==> config.mk <==
export PLATFORM = sky130hd
export DESIGN_NAME = alu_pipe
export DESIGN_NICKNAME = d
export VERILOG_FILES = /design/src/rtl/alu_pipe.sv
export SDC_FILE = /design/constraint.sdc
export NUM_CORES = 1
export LEC_CHECK = 0
export ABC_AREA = 1
export CAP_MARGIN = 25
export CORE_UTILIZATION = 30
export CTS_CLUSTER_DIAMETER = 80
export DETAILED_ROUTE_END_ITERATION = 12
export MAX_ROUTING_LAYER = met4
export PLACE_DENSITY = 0.59
export SLEW_MARGIN = 20
export SYNTH_ARGS = -nofsm -noshare
export SYNTH_HDL_FRONTEND = slang
export SYNTH_SLANG_ARGS = --single-unit
==> constraint.sdc <==
create_clock -name clk -period 3.6 [get_ports clk]
set_clock_uncertainty 0.1 [all_clocks]
set_input_delay 0.54 -clock clk [delete_from_list [all_inputs] [get_ports clk]]
set_output_delay 0.54 -clock clk [all_outputs]
set_load 0.05 [all_outputs]
==> src/rtl/alu_pipe.sv <==
// Registered ALU with valid/ready on both sides: one-cycle base ops and illegal ops,
// plus a fixed-latency unsigned shift-add multiplier (one multiplier bit per cycle).
module alu_pipe #(
  parameter int unsigned WIDTH = 8
) (
  input  logic             clk,
  input  logic             rst_n,
  input  logic             in_valid,
  output logic             in_ready,
  input  logic [WIDTH-1:0] a,
  input  logic [WIDTH-1:0] b,
  input  logic [3:0]       op,
  output logic             out_valid,
  input  logic             out_ready,
  output logic [WIDTH-1:0] res,
  output logic [WIDTH-1:0] res_hi,
  output logic [4:0]       flags
);

  localparam int unsigned SHW = $clog2(WIDTH);
  localparam int unsigned PW  = 2 * WIDTH;

  localparam logic [3:0] OP_ADD = 4'd0;
  localparam logic [3:0] OP_SUB = 4'd1;
  localparam logic [3:0] OP_SHL = 4'd2;
  localparam logic [3:0] OP_SHR = 4'd3;
  localparam logic [3:0] OP_AND = 4'd4;
  localparam logic [3:0] OP_OR  = 4'd5;
  localparam logic [3:0] OP_XOR = 4'd6;
  localparam logic [3:0] OP_EQ  = 4'd7;
  localparam logic [3:0] OP_MUL = 4'd8;

  typedef enum logic [0:0] {S_IDLE = 1'b0, S_MUL = 1'b1} state_t;

  state_t           state_q, state_d;
  logic             accept;
  logic             alu_load;
  logic             mul_done;
  logic             mul_last;

  logic [WIDTH-1:0] mul_a_q;
  logic [PW-1:0]    mul_p_q, mul_p_d;
  logic [WIDTH:0]   mul_sum;
  logic [SHW-1:0]   cnt_q;

  logic [WIDTH:0]   add_w, sub_w;
  logic [WIDTH-1:0] alu_res;
  logic             alu_carry, alu_ovf, alu_err, alu_zero, alu_neg;
  logic             mul_zero, mul_neg, mul_carry;

  assign accept   = in_valid && in_ready;
  assign alu_load = accept && (op != OP_MUL);
  assign mul_last = (cnt_q == SHW'(WIDTH - 1));

  // State register
  always_ff @(posedge clk or negedge rst_n) begin
    if (!rst_n) state_q <= S_IDLE;
    else        state_q <= state_d;
  end

  // Next-state logic
  always_comb begin
    state_d = state_q;
    case (state_q)
      S_IDLE:  if (accept && (op == OP_MUL)) state_d = S_MUL;
      S_MUL:   if (mul_last)                 state_d = S_IDLE;
      default: state_d = S_IDLE;
    endcase
  end

  // FSM outputs; rst_n gates in_ready so nothing is taken while reset is held
  always_comb begin
    in_ready = 1'b0;
    mul_done = 1'b0;
    case (state_q)
      S_IDLE:  in_ready = rst_n && (!out_valid || out_ready);
      S_MUL:   mul_done = mul_last;
      default: ;
    endcase
  end

  // Single-cycle datapath and flags
  always_comb begin
    add_w     = {1'b0, a} + {1'b0, b};
    sub_w     = {1'b0, a} - {1'b0, b};
    alu_res   = '0;
    alu_carry = 1'b0;
    alu_ovf   = 1'b0;
    alu_err   = 1'b0;
    case (op)
      OP_ADD: begin
        alu_res   = add_w[WIDTH-1:0];
        alu_carry = add_w[WIDTH];
        alu_ovf   = (a[WIDTH-1] == b[WIDTH-1]) && (add_w[WIDTH-1] != a[WIDTH-1]);
      end
      OP_SUB: begin
        alu_res   = sub_w[WIDTH-1:0];
        alu_carry = sub_w[WIDTH];
        alu_ovf   = (a[WIDTH-1] != b[WIDTH-1]) && (sub_w[WIDTH-1] != a[WIDTH-1]);
      end
      OP_SHL:  alu_res = a << b[SHW-1:0];
      OP_SHR:  alu_res = a >> b[SHW-1:0];
      OP_AND:  alu_res = a & b;
      OP_OR:   alu_res = a | b;
      OP_XOR:  alu_res = a ^ b;
      OP_EQ:   alu_res = {{(WIDTH-1){1'b0}}, (a == b)};
      default: alu_err = 1'b1;
    endcase
    alu_zero = (alu_res == '0);
    alu_neg  = alu_res[WIDTH-1];
  end

  // One shift-add step: conditionally add multiplicand into the high half, then shift right
  always_comb begin
    mul_sum   = {1'b0, mul_p_q[PW-1:WIDTH]} + {1'b0, (mul_p_q[0] ? mul_a_q : {WIDTH{1'b0}})};
    mul_p_d   = {mul_sum, mul_p_q[WIDTH-1:1]};
    mul_zero  = (mul_p_d == '0);
    mul_neg   = mul_p_d[PW-1];
    mul_carry = (mul_p_d[PW-1:WIDTH] != '0);
  end

  // Multiplier operand/product registers and iteration counter
  always_ff @(posedge clk or negedge rst_n) begin
    if (!rst_n) begin
      mul_a_q <= '0;
      mul_p_q <= '0;
      cnt_q   <= '0;
    end else if (accept && (op == OP_MUL)) begin
      mul_a_q <= a;
      mul_p_q <= {{WIDTH{1'b0}}, b};
      cnt_q   <= '0;
    end else if (state_q == S_MUL) begin
      mul_p_q <= mul_p_d;
      cnt_q   <= cnt_q + SHW'(1);
    end
  end

  // Output register: load a new result, otherwise drop valid once it is taken
  always_ff @(posedge clk or negedge rst_n) begin
    if (!rst_n) begin
      out_valid <= 1'b0;
      res       <= '0;
      res_hi    <= '0;
      flags     <= '0;
    end else if (alu_load) begin
      out_valid <= 1'b1;
      res       <= alu_res;
      res_hi    <= '0;
      flags     <= {alu_err, alu_ovf, alu_neg, alu_zero, alu_carry};
    end else if (mul_done) begin
      out_valid <= 1'b1;
      res       <= mul_p_d[WIDTH-1:0];
      res_hi    <= mul_p_d[PW-1:WIDTH];
      flags     <= {1'b0, 1'b0, mul_neg, mul_zero, mul_carry};
    end else if (out_ready) begin
      out_valid <= 1'b0;
    end
  end

endmodule
==> impl_metrics.yaml <==
status:
  outcome: "finished clean"
power_and_ir_drop:
  switching_share: 0.4433
  p_comb_frac: 0.470
  power.switching_uw: 1200
  p_clk_frac: 0.205
  internal-power_uw: 1506
  p_seq_frac: 0.326
  peakVddDrop_v: 0.0002485
  p_per_area_nw_per_um2: 517.3
  p_leak_uw: 0.002701
logic_synthesis:
  synth_fa_ha_area_frac: 0.1141
  post-synth-top-count-cell: "nand2_1"
  syn_inst: 668
  synth_xor_area_frac: 0.006021
  syn_area_per_cell_sq_um: 6.533
  synth.distinct_cells: 39
  synth_seq_cells: 50
  syn_nets: 730
  yosys.area_share.simple: 0.3825
  synth_top_family_by_area: "simple AND/OR/NAND/NOR gates"
  synth_commonest_cells: "195 x nand2_1, 88 x nand3_1, 81 x inv_1"
  yosys_warnings: 0
  yosys_most_used_dff: "dfrtp_1"
  yosys.area.top_type_share: 0.2867
  synth_area_sq_um: 4364
  yosysSeqAreaShare: 0.2867
  synth_mux_area_frac: 0
  synth_compound_area_frac: 0.1084
  synth_area_leaders: "dfrtp_1 29%, nand2_1 17%, nand3_1 10%, ha_1 10%, inv_1 7.0%"
  synth_edf_count: 0
  async_reset_ff_frac: 1.000
  synth_top_area_cell: "dfrtp_1"
clock_network:
  cts_root_buffer: "clkbuf_16"
  cts_tree: "built"
  clkSlewWorstSetupHoldPaths_ns: 0.07
  cts.sinks: 50
  clock_latency_ns: 0.29
  cts_buffers: 5
  cts_resized: 0
  h-tree-depth: 2
  postCtsSetupRepairBufs: 0
  clockBufferDepth: 2
grt:
  grt_first_pass_wirelength_mm: 22.67
  grt_max_degree: 46
  grt_usage: 0.2039
  antenna_found_initial: 0
  grt_pass1_vias: 4262
  grt_overflow_total: 0
  grt_util_met3: 0.02091
  gr-max-usage-layer: "met2"
  use_met2: 0.3237
  grt_use_met1: 0.2660
final_layout:
  nFillCells: 1524
  drive_gt1_frac: 0.06546
  finish.utilization: 0.3724
  final_area_sq_um: 5230
  area_delta_synth_final_pct: 19.84
  antenna_cells: 0
  final_nets: 779
floorplan:
  dieHeight_um: 122.6
  coreArea_sq_um: 14040
  die_area_sq_um: 15030
  row_count: 43
  io_pins: 47
  die_w_um: 122.6
  initial_core_util: 0.3108
route:
  viasPerCell: 4.905
  drc: 0
  drt-total-wl_mm: 14.07
  wl_per_cell_um: 15.67
  dr.pass1.iters: 6
  drt_iter0_markers: 346
  ant_nets: 0
  vias: 4405
critical_path:
  crit_top_cell: "nand2_1"
  path_class: "primary input to register"
  cp.arrival_ns: 3.06
  timing.rr.end: "flags[1]"
  cp-start-kind: "primary input"
  path_delay_family: "buffers and inverters"
  required_ns: 3.65
  cp_slowest_cell: "clkdlybuf4s50_1"
  critPathCaptureType: "register"
  timing.rr.start: "mul_p_q[0]"
  cp-startpoint: "b[2]"
  crit_fanout: 8
  crit_cells: 12
  worst-path-buf-inv: 3
  r2r_setup_slack_ns: 0.96
  r2r_cells: 16
  worstSetupEndpoint: "res[7]"
  slowest_delay_ns: 0.70
  crit_chain: "clkdlybuf4s50_1, inv_2, ha_1, inv_2, a21oi_1, nand2_1, nand2_1, nand3_1, nand2_1, nor2_1, o21ai_0, o211ai_1"
placed_design:
  port_buffers: 46
  hpwl_mm: 11.33
  place.gp.congestion: 0.9835
  dp_worst_setup_slack_ns: 0.3292
  place_area_sq_um: 5047
sta:
  max_freq_mhz: 331.9
  fin_crit_ns: 3.013
  worst_pin_slew_ns: 0.6428
  hold_viol_final: 0
  rsz0062_at_grt: "false"
  setup_ws_ns: 0.5867
  holdWs_ns: 0.3824
  finalCritPeriodShare: 0.8370
  slew_headroom: 0.5710
  slew_viol_final: 0
  setup_viol: 0
  tns_ns: 0
hold_path:
  hold_class: "register to register"
  worstHoldStart: "res_hi[4]"
run:
  max_cap_violations: 0
[repair_timing]
| action | in CTS | in global routing |
|---|---|---|
| endpoints found under the setup margin | 0 | 0 |
| hold buffers | 1 | 0 |
| hold endpoints to repair | 5 | 0 |
[routing by layer]
layer / share of wire / vias up
met4: 0.032 / 0
li1: - / 2264
met1: 0.46 / 1992
met5: 0 / -
met3: 0.042 / 22
met2: 0.46 / 127
[registers in the layout, indices dropped and copies added, names as in the netlist]
register   cells
out_valid      1
flags          5
state_q        1
res_hi         8
mul_p_q       16
mul_a_q        8
res            8
cnt_q          3
[cells by family (layout without fill, tap and decap cells)]
logic type / count (synthesis) / after routing
adders and majority gates: 38 / 38
DFF: 50 / 50
and+or+nand+nor: 382 / 382
AOI/OAI and AO/OA: 84 / 84
xor gates and xnor gates: 3 / 3
buffers and inverters: 111 / 161
[cells in the final DEF (no fill, tap or decap), drive strengths merged, types with 2 or more instances in the layout]
| cell type | n |
|---|---|
| o21ai | 41 |
| o22ai | 7 |
| clkbuf | 5 |
| clkdlybuf4s50 | 45 |
| nand3 | 88 |
| nand4 | 11 |
| a21oi | 21 |
| buf | 14 |
| o21a | 2 |
| o211ai | 6 |
| inv | 93 |
| fa | 3 |
| ha | 35 |
| o221ai | 3 |
| xnor2 | 2 |
| dfrtp | 50 |
| nor2 | 73 |
| and2 | 2 |
| clkinv | 2 |
| nand2 | 198 |
| nor3 | 4 |
| nand3b | 4 |
[through the flow]
step | std cells | power [uW]
after floorplan | 668 | 1738
after global placement | 889 | 2158
after detailed placement | 889 | 2167
after CTS | 898 | 2726
after global routing | 898 | 2904
final | 898 | 2706
[worst register-to-register path, delay by kind of cell, from the launching register on]
| family | cells | cell delay (ns) |
|---|---|---|
| adders and majority gates | 2 | 0.60 |
| buffers and inverters | 3 | 0.25 |
| DFF | 1 | 0.53 |
| and+or+nand+nor | 11 | 1.09 |
[worst min-delay path by stage]
stage / end / cells past startpoint / slack, ns
2_1_floorplan: cnt_q[0] / 0 / 0.14
3_3_place_gp: res[4] / 1 / 0.30
3_5_place_dp: res[4] / 1 / 0.30
4_1_cts: res_hi[4] / 2 / 0.39
5_1_grt: res[4] / 2 / 0.42
6_report: res_hi[4] / 2 / 0.38
[final cells by class]
| type | instances | area [sq um] | share of cell area |
|---|---|---|---|
| Multi-Input combinational cell | 507 | 2666 | 0.5098 |
| Inverter | 93 | 351.6 | 0.06722 |
| Clock buffer | 5 | 125.1 | 0.02392 |
| Sequential cell | 50 | 1251 | 0.2392 |
| Tap cell | 180 | 225.2 | 0.04306 |
| Clock inverter | 3 | 47.55 | 0.009091 |
| Timing Repair Buffer | 60 | 563.0 | 0.1077 |
[power groups by stage]
stage                     clock network (uW)  registers [uW]  logic, uW
after floorplan                            0            1060        679
after global placement                     0             889       1270
after detailed placement                   0             889       1280
after CTS                                565             883       1280
after global routing                     586             907       1410
final                                    554             881       1270
Note: power is estimated with default switching activity, not from simulation.
